File: config.mk
export PLATFORM = sky130hd
export DESIGN_NAME = codec_serial_master
export DESIGN_NICKNAME = d
export VERILOG_FILES = /design/src/rtl/codec_serial_master.sv
export SDC_FILE = /design/constraint.sdc
export NUM_CORES = 1
export LEC_CHECK = 0
export CAP_MARGIN = 25
export CORE_MARGIN = 1.5
export CORE_UTILIZATION = 50
export CTS_BUF_LIST = sky130_fd_sc_hd__clkbuf_8
export DETAILED_ROUTE_END_ITERATION = 16
export PLACE_DENSITY = 0.76
export SLEW_MARGIN = 25
export SYNTH_ARGS = -nofsm -noshare
export SYNTH_HDL_FRONTEND = slang
export SYNTH_SLANG_ARGS = --single-unit
export TNS_END_PERCENT = 30
File: constraint.sdc
create_clock -name CLOCK_50 -period 2.8 [get_ports CLOCK_50]
set_input_delay 0.28 -clock CLOCK_50 [delete_from_list [all_inputs] [get_ports CLOCK_50]]
set_output_delay 0.28 -clock CLOCK_50 [all_outputs]
set_load 0.02 [all_outputs]
File: src/rtl/codec_serial_master.sv
// I2S master model of the audio CODEC: drives BCLK/LRCK, serializes ADC sample
// pairs onto AUD_ADCDAT and deserializes AUD_DACDAT into rx sample pairs.
module codec_serial_master #(
    parameter int DATA_WIDTH = 24,
    parameter int SLOT_BITS  = 32,
    parameter int BCLK_DIV   = 16
) (
    input  logic                  CLOCK_50,
    input  logic                  reset_n,
    input  logic                  enable,
    input  logic [DATA_WIDTH-1:0] tx_left,
    input  logic [DATA_WIDTH-1:0] tx_right,
    input  logic                  tx_valid,
    output logic                  tx_ready,
    output logic                  tx_underrun,
    output logic                  AUD_BCLK,
    output logic                  AUD_ADCLRCK,
    output logic                  AUD_DACLRCK,
    output logic                  AUD_ADCDAT,
    input  logic                  AUD_DACDAT,
    output logic [DATA_WIDTH-1:0] rx_left,
    output logic [DATA_WIDTH-1:0] rx_right,
    output logic                  rx_valid
);
    localparam int DIV_W = (BCLK_DIV > 1) ? $clog2(BCLK_DIV) : 1;
    localparam int B_W   = $clog2(2 * SLOT_BITS);
    localparam int IDX_W = $clog2(DATA_WIDTH);
    localparam logic [DIV_W-1:0] DIV_MAX = DIV_W'(BCLK_DIV - 1);
    localparam logic [B_W-1:0]   B_MAX   = B_W'(2 * SLOT_BITS - 1);
    localparam logic [B_W-1:0]   SLOT    = B_W'(SLOT_BITS);
    localparam logic [B_W-1:0]   DW_B    = B_W'(DATA_WIDTH);

    logic [DIV_W-1:0]      div_q, div_d;
    logic [B_W-1:0]        b_q, b_d;
    logic                  bclk_q, bclk_d, lrck_q, lrck_d, adcdat_q, adcdat_d;
    logic                  first_q, first_d;
    logic                  tx_ready_q, tx_ready_d, underrun_q, underrun_d;
    logic                  rx_valid_q, rx_valid_d;
    logic [DATA_WIDTH-1:0] hold_l_q, hold_l_d, hold_r_q, hold_r_d;
    logic [DATA_WIDTH-1:0] last_l_q, last_l_d, last_r_q, last_r_d;
    logic [DATA_WIDTH-1:0] acc_l_q, acc_l_d, acc_r_q, acc_r_d;
    logic [DATA_WIDTH-1:0] rx_l_q, rx_l_d, rx_r_q, rx_r_d;
    logic [B_W-1:0]        p_cur, p_nxt;
    logic [IDX_W-1:0]      idx;
    logic                  tick, accept;

    assign p_cur = lrck_q ? b_q - SLOT : b_q;

    always_comb begin
        div_d      = div_q;
        b_d        = b_q;
        bclk_d     = bclk_q;
        lrck_d     = lrck_q;
        adcdat_d   = adcdat_q;
        first_d    = first_q;
        tx_ready_d = tx_ready_q;
        underrun_d = 1'b0;
        rx_valid_d = 1'b0;
        hold_l_d   = hold_l_q;
        hold_r_d   = hold_r_q;
        last_l_d   = last_l_q;
        last_r_d   = last_r_q;
        acc_l_d    = acc_l_q;
        acc_r_d    = acc_r_q;
        rx_l_d     = rx_l_q;
        rx_r_d     = rx_r_q;
        p_nxt      = '0;
        idx        = '0;
        tick       = (div_q == DIV_MAX);
        accept     = tx_valid && tx_ready_q;

        // Accept and frame-start load are exclusive: a load needs a full hold.
        if (accept) begin
            hold_l_d   = tx_left;
            hold_r_d   = tx_right;
            tx_ready_d = 1'b0;
        end

        if (!enable) begin
            div_d    = '0;
            b_d      = '0;
            bclk_d   = 1'b0;
            lrck_d   = 1'b0;
            adcdat_d = 1'b0;
            first_d  = 1'b1;
            acc_l_d  = '0;
            acc_r_d  = '0;
        end else begin
            div_d = tick ? '0 : div_q + 1'b1;
            if (tick) begin
                bclk_d = !bclk_q;
                if (!bclk_q) begin
                    if (p_cur >= B_W'(1) && p_cur <= DW_B) begin
                        if (lrck_q) acc_r_d = {acc_r_q[DATA_WIDTH-2:0], AUD_DACDAT};
                        else        acc_l_d = {acc_l_q[DATA_WIDTH-2:0], AUD_DACDAT};
                    end
                    if (lrck_q && p_cur == DW_B) begin
                        rx_l_d     = acc_l_q;
                        rx_r_d     = {acc_r_q[DATA_WIDTH-2:0], AUD_DACDAT};
                        rx_valid_d = 1'b1;
                    end
                end else begin
                    // First fall after idle/reset lands on frame start instead of advancing.
                    first_d = 1'b0;
                    b_d     = (first_q || b_q == B_MAX) ? '0 : b_q + 1'b1;
                    lrck_d  = (b_d >= SLOT);
                    p_nxt   = lrck_d ? b_d - SLOT : b_d;
                    idx     = IDX_W'(DW_B - p_nxt);
                    if (p_nxt >= B_W'(1) && p_nxt <= DW_B)
                        adcdat_d = lrck_d ? last_r_q[idx] : last_l_q[idx];
                    else
                        adcdat_d = 1'b0;
                    if (b_d == '0) begin
                        if (!tx_ready_q) begin
                            last_l_d   = hold_l_q;
                            last_r_d   = hold_r_q;
                            tx_ready_d = 1'b1;
                        end else begin
                            underrun_d = 1'b1;
                        end
                    end
                end
            end
        end
    end

    always_ff @(posedge CLOCK_50 or negedge reset_n) begin
        if (!reset_n) begin
            div_q      <= '0;
            b_q        <= '0;
            bclk_q     <= 1'b0;
            lrck_q     <= 1'b0;
            adcdat_q   <= 1'b0;
            first_q    <= 1'b1;
            tx_ready_q <= 1'b1;
            underrun_q <= 1'b0;
            rx_valid_q <= 1'b0;
            hold_l_q   <= '0;
            hold_r_q   <= '0;
            last_l_q   <= '0;
            last_r_q   <= '0;
            acc_l_q    <= '0;
            acc_r_q    <= '0;
            rx_l_q     <= '0;
            rx_r_q     <= '0;
        end else begin
            div_q      <= div_d;
            b_q        <= b_d;
            bclk_q     <= bclk_d;
            lrck_q     <= lrck_d;
            adcdat_q   <= adcdat_d;
            first_q    <= first_d;
            tx_ready_q <= tx_ready_d;
            underrun_q <= underrun_d;
            rx_valid_q <= rx_valid_d;
            hold_l_q   <= hold_l_d;
            hold_r_q   <= hold_r_d;
            last_l_q   <= last_l_d;
            last_r_q   <= last_r_d;
            acc_l_q    <= acc_l_d;
            acc_r_q    <= acc_r_d;
            rx_l_q     <= rx_l_d;
            rx_r_q     <= rx_r_d;
        end
    end

    assign tx_ready    = tx_ready_q;
    assign tx_underrun = underrun_q;
    assign AUD_BCLK    = bclk_q;
    assign AUD_ADCLRCK = lrck_q;
    assign AUD_DACLRCK = lrck_q;
    assign AUD_ADCDAT  = adcdat_q;
    assign rx_left     = rx_l_q;
    assign rx_right    = rx_r_q;
    assign rx_valid    = rx_valid_q;
endmodule

* Word-level counts from Yosys, hierarchy flattened
Cells that the tools add are included.
** Word-level totals
- Output and inout bits :: 55
- Input port bits :: 53
- Register bits :: 208
- Word-level logic and storage cells :: 101
** Cells by class
- Order comparisons :: 6
- Reductions and logical operators :: 12
- Eq/ne operators :: 9
- Add/sub/neg operators :: 5
- Multiplexer cells :: 50
- Bitwise logic cells :: 2
** Operators with widths (number)
- $mux 24 :: 5
- $mux 23 :: 5
- $mux 6 :: 6
- $mux 1 :: 30
- $ge 6x1->1 const B :: 2
- $le 6x5->1 const B :: 2
- $reduce_and 4->1 :: 3
- $sub 6x6->6 const B :: 2
- $bmux 1 s5 :: 2
- $mux 4 :: 2
- $ne 2x1->1 const B :: 4
- $add 6x1->6 const B :: 1
- $eq 6x5->1 const B :: 1
- $eq 6x6->1 const B :: 1
- $ge 6x6->1 const B :: 1
- $logic_not 6->1 :: 1
- $lt 5x6->1 const B :: 1
- $reduce_and 5->1 :: 1
- $sub 5x5->5 const A :: 1
- $add 4x1->4 const B :: 1
- $eq 4x4->1 const B :: 1
- $logic_and 1x1->1 :: 4
- $ne 2x2->1 const B :: 2
- $not 1->1 :: 2
- other kinds (3) :: 3

* Logic depth before layout (Yosys ltp)
Gate-level depths: netlist of run 1.
- Word-level depth :: 13
- Mapped depth :: 13

* Worst setup path after synthesis of run 1
Ideal clock, no wire load.
- Kind :: register to register
- From :: reg b_q[1]
- To :: reg adcdat_q, in the netlist AUD_ADCDAT
- Clock period less this slack :: 2.986 ns
- Path slack :: -0.186 ns
- Library setup time :: 0.131 ns
- Data required time :: 2.669 ns
- Cell stages (with the launch flop) :: 14
- Buffers on the path :: 3
- Data arrival time :: 2.855 ns
- Cell sequence :: dfrtp_1 -> ha_1 -> nand2_1 -> o21ai_4 -> nor2_4 -> buf_4 -> ha_1 -> buf_1 -> clkbuf_1 -> mux4_2 -> mux2i_1 -> mux2i_1 -> a22oi_1 -> nand3_1
** Between the ends
- Word-level cells in the longest chain between the ends :: 13
** RTL lines
- from (decl) :: line 34 : logic [B_W-1:0] b_q, b_d;
- from (signal assigned) :: line 130 : b_q <= '0;
- from (signal assigned) :: line 148 : b_q <= b_d;
- parallel branches: the longest is 2 deep, another holds $add 6x1->6
- $mux 6 * :: line 105 : b_d = (first_q || b_q == B_MAX) ? '0 : b_q + 1'b1;
- $sub 6x6->6 / $ge 6x6->1 (equally long branches) :: line 107, 106
- $mux 6 :: line 107 : p_nxt = lrck_d ? b_d - SLOT : b_d;
- $sub 5x5->5 :: line 108 : idx = IDX_W'(DW_B - p_nxt);
- $bmux 1 s5 :: line 110 : adcdat_d = lrck_d ? last_r_q[idx] : last_l_q[idx];
- $mux 1 (not written as such) :: line 110
- $mux 1 :: line 110
- $mux 1 * :: line 109 : if (p_nxt >= B_W'(1) && p_nxt <= DW_B)
- $mux 1 * :: line 92 : if (!bclk_q) begin
- $mux 1 * :: line 90 : if (tick) begin
- $mux 1 * :: line 79 : if (!enable) begin
- to (signal assigned) :: line 151 : adcdat_q <= adcdat_d;
- to (decl) :: line 35 : logic bclk_q, bclk_d, lrck_q, lrck_d, adcdat_q, adcdat_d;
Every way passes the cells marked *. The select of a mux whose other input is x is not followed.
A chain may end at the register's enable or synchronous reset.

* Worst setup path in the final report of run 1
- From :: reg b_q[1]
- To :: reg last_l_q[1]
** Between the ends
- Word-level cells in the longest chain between the ends :: 5
** RTL lines
- parallel branches: the longest is 2 deep, another holds $add 6x1->6
- $mux 6 * :: line 105
- $logic_not 6->1 * :: line 113 : if (b_d == '0) begin
- $reduce_and 5->1 (no line) *
- to (signal assigned) :: line 158 : last_l_q <= last_l_d;
- to (decl) :: line 40 : logic [DATA_WIDTH-1:0] last_l_q, last_l_d, last_r_q, last_r_d;
Every way passes the cells marked *.

==> results of run 1 <==
-- report_power, final --
group	switching, mW	internal [mW]	total, mW
logic	0.0872	0.0782	0.165
registers	0.00353	3.01	3.01
clock network	1.13	1.43	2.57
-- synth_stat cells, types with 3 or more instances --
library cell,instances,area [um^2]
nand2b_1,4,25.0
o21ai_0,7,35.0
a22o_1,48,420
buf_2,6,30.0
nand2_1,21,78.8
nand3_1,7,35.0
mux2i_1,5,50.1
clkbuf_1,13,48.8
buf_1,3,11.3
inv_1,8,30.0
mux4_2,10,225
mux2_1,9,101
nor2_1,9,33.8
mux2_2,136,1530
ha_1,7,87.6
buf_4,6,45.0
dfrtp_1,206,5150
o31ai_1,3,22.5
xnor2_1,4,35.0
a21oi_1,11,55.1
-- per-layer routing --
layer | GRT usage | share of wire | up-vias | wire [um]
met1 | 0.253 | 0.44 | 2618 | 7190
met4 | 0.0604 | 0.017 | 0 | 269
li1 | - | - | 2344 | -
met5 | 0 | 0 | - | 0
met3 | 0.0398 | 0.044 | 30 | 709
met2 | 0.317 | 0.50 | 144 | 8050
-- repair_timing --
| item | 4_1_cts | 5_1_grt |
|---|---|---|
| hold buffers | 1 | 0 |
| hold endpoints to repair | 77 | 0 |
| setup buffers | 3 | 3 |
| cloned | 1 | 2 |
| pin swaps | 3 | 3 |
| endpoints found under the setup margin | 44 | 49 |
| gates resized for setup | 2 | 6 |
-- cells by family (layout without fill, tap and decap cells) --
kind of cell / after synthesis / after routing
flip-flops: 208 / 208
AO/OA/AOI/OAI: 83 / 83
multiplexers: 160 / 160
buffers and inverters: 39 / 205
XOR/XNOR: 6 / 6
AND/OR/NAND/NOR: 58 / 58
adder cells (fa/ha/maj): 7 / 7
-- registers in the layout (all words and copies together), names as in the netlist, 4 cells and up --
name and count:
rx_right 24, acc_l_q 24, b_q 6, last_r_q 24, div_q 4, acc_r_q 23
hold_r_q 24, hold_l_q 24, rx_left 24, last_l_q 24
-- critical path, stage by stage (launching register included) --
cell and delay [ns]:
dfrtp_2 0.41, ha_1 0.19, nand2_1 0.13, o211ai_1 0.30, ha_2 0.23, o21ai_1 0.09, or2_1 0.28, nor4_4 0.24
buf_4 0.19, clkbuf_16 0.17, mux2_2 0.34
-- cell type report --
| type | count | area, um^2 |
|---|---|---|
| clock buffer | 45 | 619 |
| fill | 1201 | 5870 |
| clock inverter | 15 | 61.3 |
| sequential | 208 | 5210 |
| inverter | 8 | 30.0 |
| timing repair buffer | 137 | 1400 |
| multi-input combinational | 314 | 3060 |
| tap | 220 | 275 |
-- final timing paths --
kind                                     startpoint                       end  depth (start not counted)
max in group asynchronous                   reset_n  hold_l_q[18]$_DFFE_PN0P_                          3
hold / removal                              reset_n   rx_right[8]$_DFFE_PN0P_                          2
setup reg to reg                 b_q[1]$_DFFE_PN0P_   last_l_q[1]$_DFFE_PN0P_                         10
hold reg to reg            last_l_q[14]$_DFFE_PN0P_  last_l_q[14]$_DFFE_PN0P_                          1
setup / recovery                 b_q[1]$_DFFE_PN0P_   last_l_q[1]$_DFFE_PN0P_                         10
min in group CLOCK_50                   tx_left[15]  hold_l_q[15]$_DFFE_PN0P_                          2
-- stage by stage --
step	cells	TNS [ns]	total power, mW
floorplan	561	0	3.09
global placement	877	0	3.23
detailed placement	877	-0.483	3.24
CTS	942	0	5.84
global route	947	-0.502	6.00
finish	947	0	5.75
==> implementation parameters, run 1 <==
Parameter                              Value

Status
  Run status    finished, final reports clean

Worst setup path
  Startpoint class of the critical path    flop
  Data arrival at the endpoint of the critical path    about 3.1 ns
  Worst Path Max Fanout    11
  Crit path required time    between 3 and 4 ns
  Kind of end point of the critical path    flop
  Register-to-register setup slack    0.09 ns
  CP Class    flop to flop

Route
  Sum of routed wire length over all layers    approximately 16000 um
  First DRT Iteration DRCs    approximately 260
  Vias after detailed routing    between 5k and 6k
  Vias per std cell    ~5.4
  DRT Pass-1 Iters    4
  Post-detailed-route count of antenna-violating nets    0
  Post-route DRC    0
  Wire per inst    ~17 um

Yosys
  Post-synthesis mux area share    0.227
  Adder-cell area share of the yosys netlist    0.0104
  Area share of xor/xnor cells in the synthesized design    0.00624
  Number of enable-type register cells in the synthesized netlist    0
  Sequential area share after synthesis    0.619
  Most used flip-flop cell after synthesis    dfrtp_1
  Synth Area in Compound Gates    0.0782
  Post-synthesis average cell area    15.0 um^2
  Post-synthesis instance area    about 8400 um^2
  Number of register bits inferred by synthesis    about 210
  Number of distinct library cells after synthesis    49
  Share of async-settable or async-resettable flops after synthesis    1.00
  Number of nets produced by synthesis    621
  Simple-gate share of the synthesized area    0.0370
  Number of instances in the synthesized netlist    between 500 and 600
  Number of warning messages in the yosys log    0
  Main combinational cell family by area after synthesis    multiplexers

Layout
  Area of all placed cells without fillers    10700 um^2
  Most common cell after layout, fill and taps aside    dfrtp_1
  Final nets    764
  Share of the core filled with cells    0.645
  Fraction of layout instances using a drive strength above 1    0.334
  N_diodes    0
  Most used cells in the layout excluding fill and tap cells    204 x dfrtp_1, 136 x mux2_2, 106 x clkdlybuf4s50_1, 48 x a22o_1, 46 x clkbuf_8
  Synthesis-to-layout area growth    26.6%

Timing
  Final hold violations    0
  Normalized max-slew margin    0.494
  Final Slew Violations    0
  Total setup violations reported at the end of the flow    0
  Clock tree skew after final layout    approximately 0.017 ns
  Worst hold slack    ~0.37 ns
  Tightest Pin Transition    between 0.7 and 0.8 ns
  Min Tclk post-route    roughly 2.7 ns
  Max Clk Rate    around 370 MHz
  Least setup slack across all paths after layout    between 0.09 and 0.1 ns
  Post-route clock period utilization    0.967

Global routing
  Global route total overflow    0
  Global-route usage over all layers    0.190
  First-pass GRT wire length    approximately 27000 um
  Number of antenna violations at the first check in global routing    0
  Vias in the first global route    around 5.5k
  Pin count of the biggest net entering global routing    just over 80

Placement
  HPWL Detailed    10600 um
  Placed standard-cell area    ~10000 um^2
  Input/output buffers    about 110
  Pre-CTS setup slack    -0.0233 ns
  Final weighted congestion of routability-driven global placement    0.799

Floorplan
  Horiz. Die Dim    around 130 um
  Number of rows in the core area    47
  Die footprint    17600 um^2
  Starting density of the core    0.509
  Count of pins on the block boundary    around 110
  Placeable core region    around 17000 um^2
  DIE HEIGHT    between 100 and 150 um

Clock network
  Root Driver    clkbuf_8
  Clock tree from TritonCTS    built
  Skew-Pair Late Insertion Delay    0.50 ns
  H-tree lvl count    2
  # clock sinks    between 200 and 250
  Clock Path Buffers    3
  CTS buffer count    35
  Clock transition time at the flip-flop clock pins of the worst setup and hold paths    0.06 ns

Pwr
  Leakage power    5.18 nW
  PwrDens    approximately 540 nW/um^2
  Maximum vdd drop    0.000313 V

Run
  Max-cap check violation count    0

Worst hold path
  Worst min-delay path category    primary input to asynchronous set/reset pin
Note: power is estimated with default switching activity, not from simulation.
==> run 2: changes to the inputs <==
Settings changed: CTS_CLUSTER_DIAMETER from default to 40.
==> run 2 against run 1 <==
Compared with the run above: critical path depth up 2; combinational power about the same; fmax rose by 2.1%; sequential power about the same; utilization rose by 0.091 points; critical path type unchanged; hold slack gained 0.0078 ns; die area is the same; critical endpoint is now last_r_q[2]$_DFFE_PN0P_; largest power group unchanged; non-clock buffer count fell by 1; via count rose by 0.23%.
==> implementation parameters, run 2 (synthesis gave the netlist of run 1 again) <==
Parameter                              Value

Clock network
  H-tree lvl count    2
  # clock sinks    between 200 and 250
  CTS buffer count    36
  Clock transition time at the flip-flop clock pins of the worst setup and hold paths    approximately 0.060 ns
  Root Driver    clkbuf_8
  Clock tree from TritonCTS    built
  Clock Path Buffers    3
  Skew-Pair Late Insertion Delay    around 0.5 ns

Route
  Post-detailed-route count of antenna-violating nets    0
  Sum of routed wire length over all layers    16100 um
  DRT Pass-1 Iters    4
  Wire per inst    between 15 and 20 um
  Post-route DRC    0
  First DRT Iteration DRCs    about 260
  Vias after detailed routing    roughly 5.1k
  Vias per std cell    5.42

Floorplan
  Die footprint    17600 um^2
  Number of rows in the core area    47
  Placeable core region    between 15000 and 20000 um^2
  Count of pins on the block boundary    roughly 110
  Horiz. Die Dim    ~130 um
  DIE HEIGHT    133 um
  Starting density of the core    0.509

Timing
  Tightest Pin Transition    0.753 ns
  Final Slew Violations    0
  Min Tclk post-route    between 2 and 3 ns
  Worst hold slack    about 0.38 ns
  Final hold violations    0
  Total setup violations reported at the end of the flow    0
  Post-route clock period utilization    0.947
  Clock tree skew after final layout    0.0180 ns
  Max Clk Rate    about 380 MHz
  Normalized max-slew margin    0.498

Pwr
  Portion of total power attributed to sequential cells    0.520
  Gate power share    0.029
  PwrDens    around 540 nW/um^2
  Switching share of power    0.217
  Leakage power    5.18 nW
  Internal power summed over all cells    4.54 mW
  Share of total power in the clock network    0.452
  Maximum vdd drop    slightly above 0.0004 V
  Switching pwr    about 1.3 mW

Worst setup path
  CP Class    flop to flop
  Startpoint class of the critical path    flop
  Kind of end point of the critical path    flop
  Depth of the worst register-to-register path    12
  Crit path required time    between 3 and 4 ns
  Worst Path Max Fanout    22
  Data arrival at the endpoint of the critical path    between 3 and 4 ns
  Endpoint of the most critical register-to-register path    last_r_q[2]$_DFFE_PN0P_
  Reg-to-Reg Start    b_q[0]$_DFFE_PN0P_
  Register-to-register setup slack    0.15 ns

Placement
  Final weighted congestion of routability-driven global placement    around 0.80
  HPWL Detailed    10600 um
  Input/output buffers    ~110
  Placed Instances    slightly below 900

Layout
  Final cell count without fillers    about 950
  Most used cells in the layout excluding fill and tap cells    203 x dfrtp_1, 136 x mux2_2, 106 x clkdlybuf4s50_1, 48 x a22o_1, 46 x clkbuf_8
  N_diodes    0
  Fill cell instance count of the final layout    about 1.2k
  Most common cell after layout, fill and taps aside    dfrtp_1
  Share of the core filled with cells    0.646
  Fraction of layout instances using a drive strength above 1    0.336
  Final nets    roughly 760
  Synthesis-to-layout area growth    26.8%

Run
  Max-cap check violation count    0

Global routing
  Number of antenna violations at the first check in global routing    0
  Pin count of the biggest net entering global routing    81
  Global-route usage over all layers    0.190
  Global route total overflow    0
  Vias in the first global route    between 5k and 6k
  First-pass GRT wire length    27200 um

Worst hold path
  Worst min-delay path category    primary input to asynchronous set/reset pin

Status
  Run status    finished, final reports clean
run 2: changes by cell type in the layout (fill, tap and decap cells not counted):
cell / delta
clkinv_2: -1
ha_1: +1
dfrtp_2: +1
dfrtp_1: -1
ha_2: -1
buf_6: -1
clkinv_4: +2
clkinvlp_4: +2
run 2: worst max-delay path by stage:
stage | start | slack, ns | end
6_report | b_q[0]$_DFFE_PN0P_ | 0.15 | last_r_q[2]$_DFFE_PN0P_
3_5_place_dp | b_q[1]$_DFFE_PN0P_ | -0.02 | last_l_q[0]$_DFFE_PN0P_
4_1_cts | b_q[0]$_DFFE_PN0P_ | 0.003 | last_r_q[21]$_DFFE_PN0P_
5_1_grt | b_q[0]$_DFFE_PN0P_ | -0.01 | last_l_q[2]$_DFFE_PN0P_
3_3_place_gp | b_q[1]$_DFFE_PN0P_ | 0.12 | last_l_q[13]$_DFFE_PN0P_
2_1_floorplan | b_q[1]$_DFFE_PN0P_ | 0.03 | last_l_q[14]$_DFFE_PN0P_
run 2: power by group through the flow:
stage          Clock [mW]  Combinational [mW]  Sequential, mW
6_report             2.62               0.165            3.01
5_1_grt              2.85               0.186            3.01
4_1_cts              2.71               0.172            3.01
3_5_place_dp            0               0.170            3.07
3_3_place_gp            0               0.164            3.07
2_1_floorplan           0              0.0185            3.07
run 2: final cells by class:
type                    count  area (um^2)  area share
inverters                   8         30.0     0.00281
clock inverters            18         88.8     0.00832
multi-input cells         314         3060       0.286
well taps                 220          275      0.0258
clock buffers              45          619      0.0580
repair buffers            136         1390       0.130
flip-flops and latches    208         5210       0.488
run 2: per-stage QoR:
stage / instance area, um^2 / setup TNS (ns) / setup slack (ns) / power (mW)
after floorplan: 8420 / 0 / 0.0334 / 3.09
after global placement: 9840 / 0 / 0.118 / 3.23
after detailed placement: 9840 / -0.483 / -0.0233 / 3.24
after CTS: 10600 / 0 / 0.00274 / 5.90
after global routing: 10700 / -0.121 / -0.0117 / 6.05
final: 10700 / 0 / 0.148 / 5.80
run 2: layer usage:
layer | routed length (um) | track usage | up-vias
met1 | 7080 | 0.250 | 2624
met2 | 7940 | 0.314 | 142
met3 | 770 | 0.0452 | 34
met5 | 0 | 0 | -
met4 | 334 | 0.0598 | 0
li1 | - | - | 2348
run 2: worst max-delay path, cell delays in order, from the launching register on:
cell and delay [ns]:
dfrtp_1 0.40, ha_1 0.20, nand2_1 0.13, o21ai_4 0.18
nor2_4 0.05, inv_1 0.08, ha_1 0.16, o21ai_1 0.09
or2_1 0.29, nor4_4 0.24, buf_4 0.18, clkbuf_16 0.20
mux2_2 0.34
run 2: timing repair:
| item | CTS | global route |
|---|---|---|
| endpoints found under the setup margin | 44 | 49 |
| hold buffers | 1 | 0 |
| buffers inserted | 3 | 3 |
| hold endpoints to repair | 77 | 0 |
| pin swaps | 3 | 2 |
| cloned | 1 | 1 |
| resized for setup | 3 | 5 |
==> run 3: changes to the inputs <==
Settings changed: PLACE_DENSITY 0.76 to 0.73.
Clock period 2.8 ns to 2.9 ns, I/O delays scaled along.
==> run 3 against run 2 <==
Compared with the run above: global-route usage fell by 0.55 points; non-clock buffer count is the same; power rose by 0.29%; fmax down 6.1%; die area unchanged; count of clock-buffer cells in the layout is 1 lower; combinational power is 5% lower; critical path depth fell by 2; sequential share of layout area is 0.60 points lower; hold slack improved by 0.010 ns; sequential power decreased by 3%; largest power group unchanged.
==> implementation parameters, run 3 (synthesis gave the netlist of run 1 again) <==
Parameter                              Value

Layout
  Most used cells in the layout excluding fill and tap cells    203 x dfrtp_1, 136 x mux2_2, 106 x clkdlybuf4s50_1, 48 x a22o_1, 45 x clkbuf_8
  Area of all placed cells without fillers    approximately 11000 um^2
  Final nets    roughly 760
  Most common cell after layout, fill and taps aside    dfrtp_1
  Share of the core filled with cells    0.654
  Fraction of layout instances using a drive strength above 1    0.344
  N_diodes    0
  Synthesis-to-layout area growth    28.4%

Route
  Uppermost metal layer occupied by signal nets    met4
  Met3 wire length    a little over 700 um
  Wire per inst    17.0 um
  Sum of routed wire segments on met1    about 6800 um
  First DRT Iteration DRCs    220
  Post-detailed-route count of antenna-violating nets    0
  DRT Pass-1 Iters    4
  Post-route DRC    0
  Vias after detailed routing    5135
  Vias per std cell    between 5 and 6
  Met2 routed WL    8360 um
  Sum of routed wire length over all layers    16200 um

Worst setup path
  Startpoint of the most critical setup path    b_q[0]$_DFFE_PN0P_
  Worst Path Max Fanout    6
  Crit path required time    around 3.3 ns
  Data arrival at the endpoint of the critical path    3.22 ns
  Kind of end point of the critical path    flop
  CP Class    flop to flop
  Startpoint class of the critical path    flop
  Reg-to-Reg Start    b_q[0]$_DFFE_PN0P_
  Depth of the worst register-to-register path    10

Floorplan
  Starting density of the core    0.509
  Number of rows in the core area    47
  DIE HEIGHT    133 um
  Count of pins on the block boundary    about 110
  Horiz. Die Dim    approximately 130 um
  Die footprint    17600 um^2
  Placeable core region    about 17000 um^2

Pwr
  PwrDens    539 nW/um^2
  Leakage power    approximately 5.2 nW
  Maximum vdd drop    about 0.00041 V

Placement
  Final weighted congestion of routability-driven global placement    around 0.8
  Input/output buffers    107
  HPWL Detailed    between 10000 and 15000 um
  Placed standard-cell area    9800 um^2

Timing
  Final hold violations    0
  Normalized max-slew margin    0.396
  Post-route clock period utilization    0.975
  Total setup violations reported at the end of the flow    0
  Min Tclk post-route    2.83 ns
  Max Clk Rate    roughly 350 MHz
  Tightest Pin Transition    ~0.91 ns
  Clock tree skew after final layout    0.0161 ns
  Final Slew Violations    0

Clock network
  H-tree lvl count    2
  Skew-Pair Late Insertion Delay    about 0.52 ns
  Clock transition time at the flip-flop clock pins of the worst setup and hold paths    about 0.060 ns
  Root Driver    clkbuf_8
  Clock tree from TritonCTS    built
  Clock Path Buffers    3
  # clock sinks    ~210
  CTS buffer count    36

Global routing
  First-pass GRT wire length    26200 um
  Global-route usage over all layers    0.184
  Pin count of the biggest net entering global routing    85
  Number of antenna violations at the first check in global routing    0
  Vias in the first global route    5270
  Global route total overflow    0

Status
  Run status    finished, final reports clean

Worst hold path
  Worst min-delay path category    primary input to asynchronous set/reset pin

Run
  Max-cap check violation count    0
[run 3: cell count changes in the layout (fill, tap and decap cells not counted), moves of 2 or more]
cell,before,now
ha_1,6,4
buf_4,21,17
clkbuf_16,2,4
bufinv_16,0,3
buf_6,0,2
clkinv_4,2,0
[run 3: layout make-up]
| cell class | count | area (um^2) |
|---|---|---|
| Fill cell | 1257 | 5720 |
| Sequential cell | 208 | 5210 |
| Multi-Input combinational cell | 314 | 3080 |
| Timing Repair Buffer | 136 | 1440 |
| Clock buffer | 44 | 606 |
| Tap cell | 220 | 275 |
| Clock inverter | 20 | 168 |
| Inverter | 8 | 30.0 |
[run 3: worst paths after layout]
check                                      endpoint  slack, ns
setup reg to reg            last_r_q[9]$_DFFE_PN0P_       0.07
min in group CLOCK_50      hold_r_q[10]$_DFFE_PN0P_       0.39
setup / recovery            last_r_q[9]$_DFFE_PN0P_       0.07
hold / removal              rx_right[8]$_DFFE_PN0P_       0.39
hold reg to reg            last_l_q[16]$_DFFE_PN0P_       0.48
max in group asynchronous        b_q[3]$_DFFE_PN0P_       1.62
[run 3: metrics by stage]
stage | worst slack, ns | power [mW] | hold slack (ns) | TNS [ns] | cells
6_report | 0.0738 | 5.82 | 0.386 | 0 | 950
5_1_grt | -0.0330 | 6.07 | 0.375 | -0.399 | 950
4_1_cts | 0.00967 | 5.91 | 0.361 | 0 | 938
3_5_place_dp | 0.0516 | 3.12 | 0.367 | 0 | 873
3_3_place_gp | 0.187 | 3.12 | 0.361 | 0 | 873
2_1_floorplan | 0.0328 | 2.98 | -0.00559 | 0 | 561
[run 3: power by group]
| group | leakage (nW) | total (mW) | internal, mW | switching [mW] |
|---|---|---|---|---|
| Clock | 0.431 | 2.75 | 1.64 | 1.11 |
| Combinational | 1.91 | 0.156 | 0.0728 | 0.0829 |
| Sequential | 2.89 | 2.91 | 2.91 | 0.00367 |
| Total | 5.23 | 5.82 | 4.62 | 1.20 |
[run 3: routing by layer]
layer,vias to the layer above,global-route usage
met2,135,0.309
met1,2615,0.241
met3,26,0.0364
met4,0,0.0659
met5,-,0
li1,2359,-
[run 3: what timing repair did]
action	CTS	global route
hold endpoints to repair	79	0
setup buffers	0	6
hold buffers	1	0
gates resized for setup	0	20
setup endpoints to repair	0	49
[run 3: critical path, cell delays in order (launching register included)]
cell	delay, ns
dfrtp_2	0.44
inv_1	0.16
ha_4	0.24
o211ai_1	0.17
ha_2	0.27
o21ai_2	0.07
or2_4	0.28
nor4_4	0.35
buf_6	0.23
clkbuf_16	0.17
mux2_2	0.34
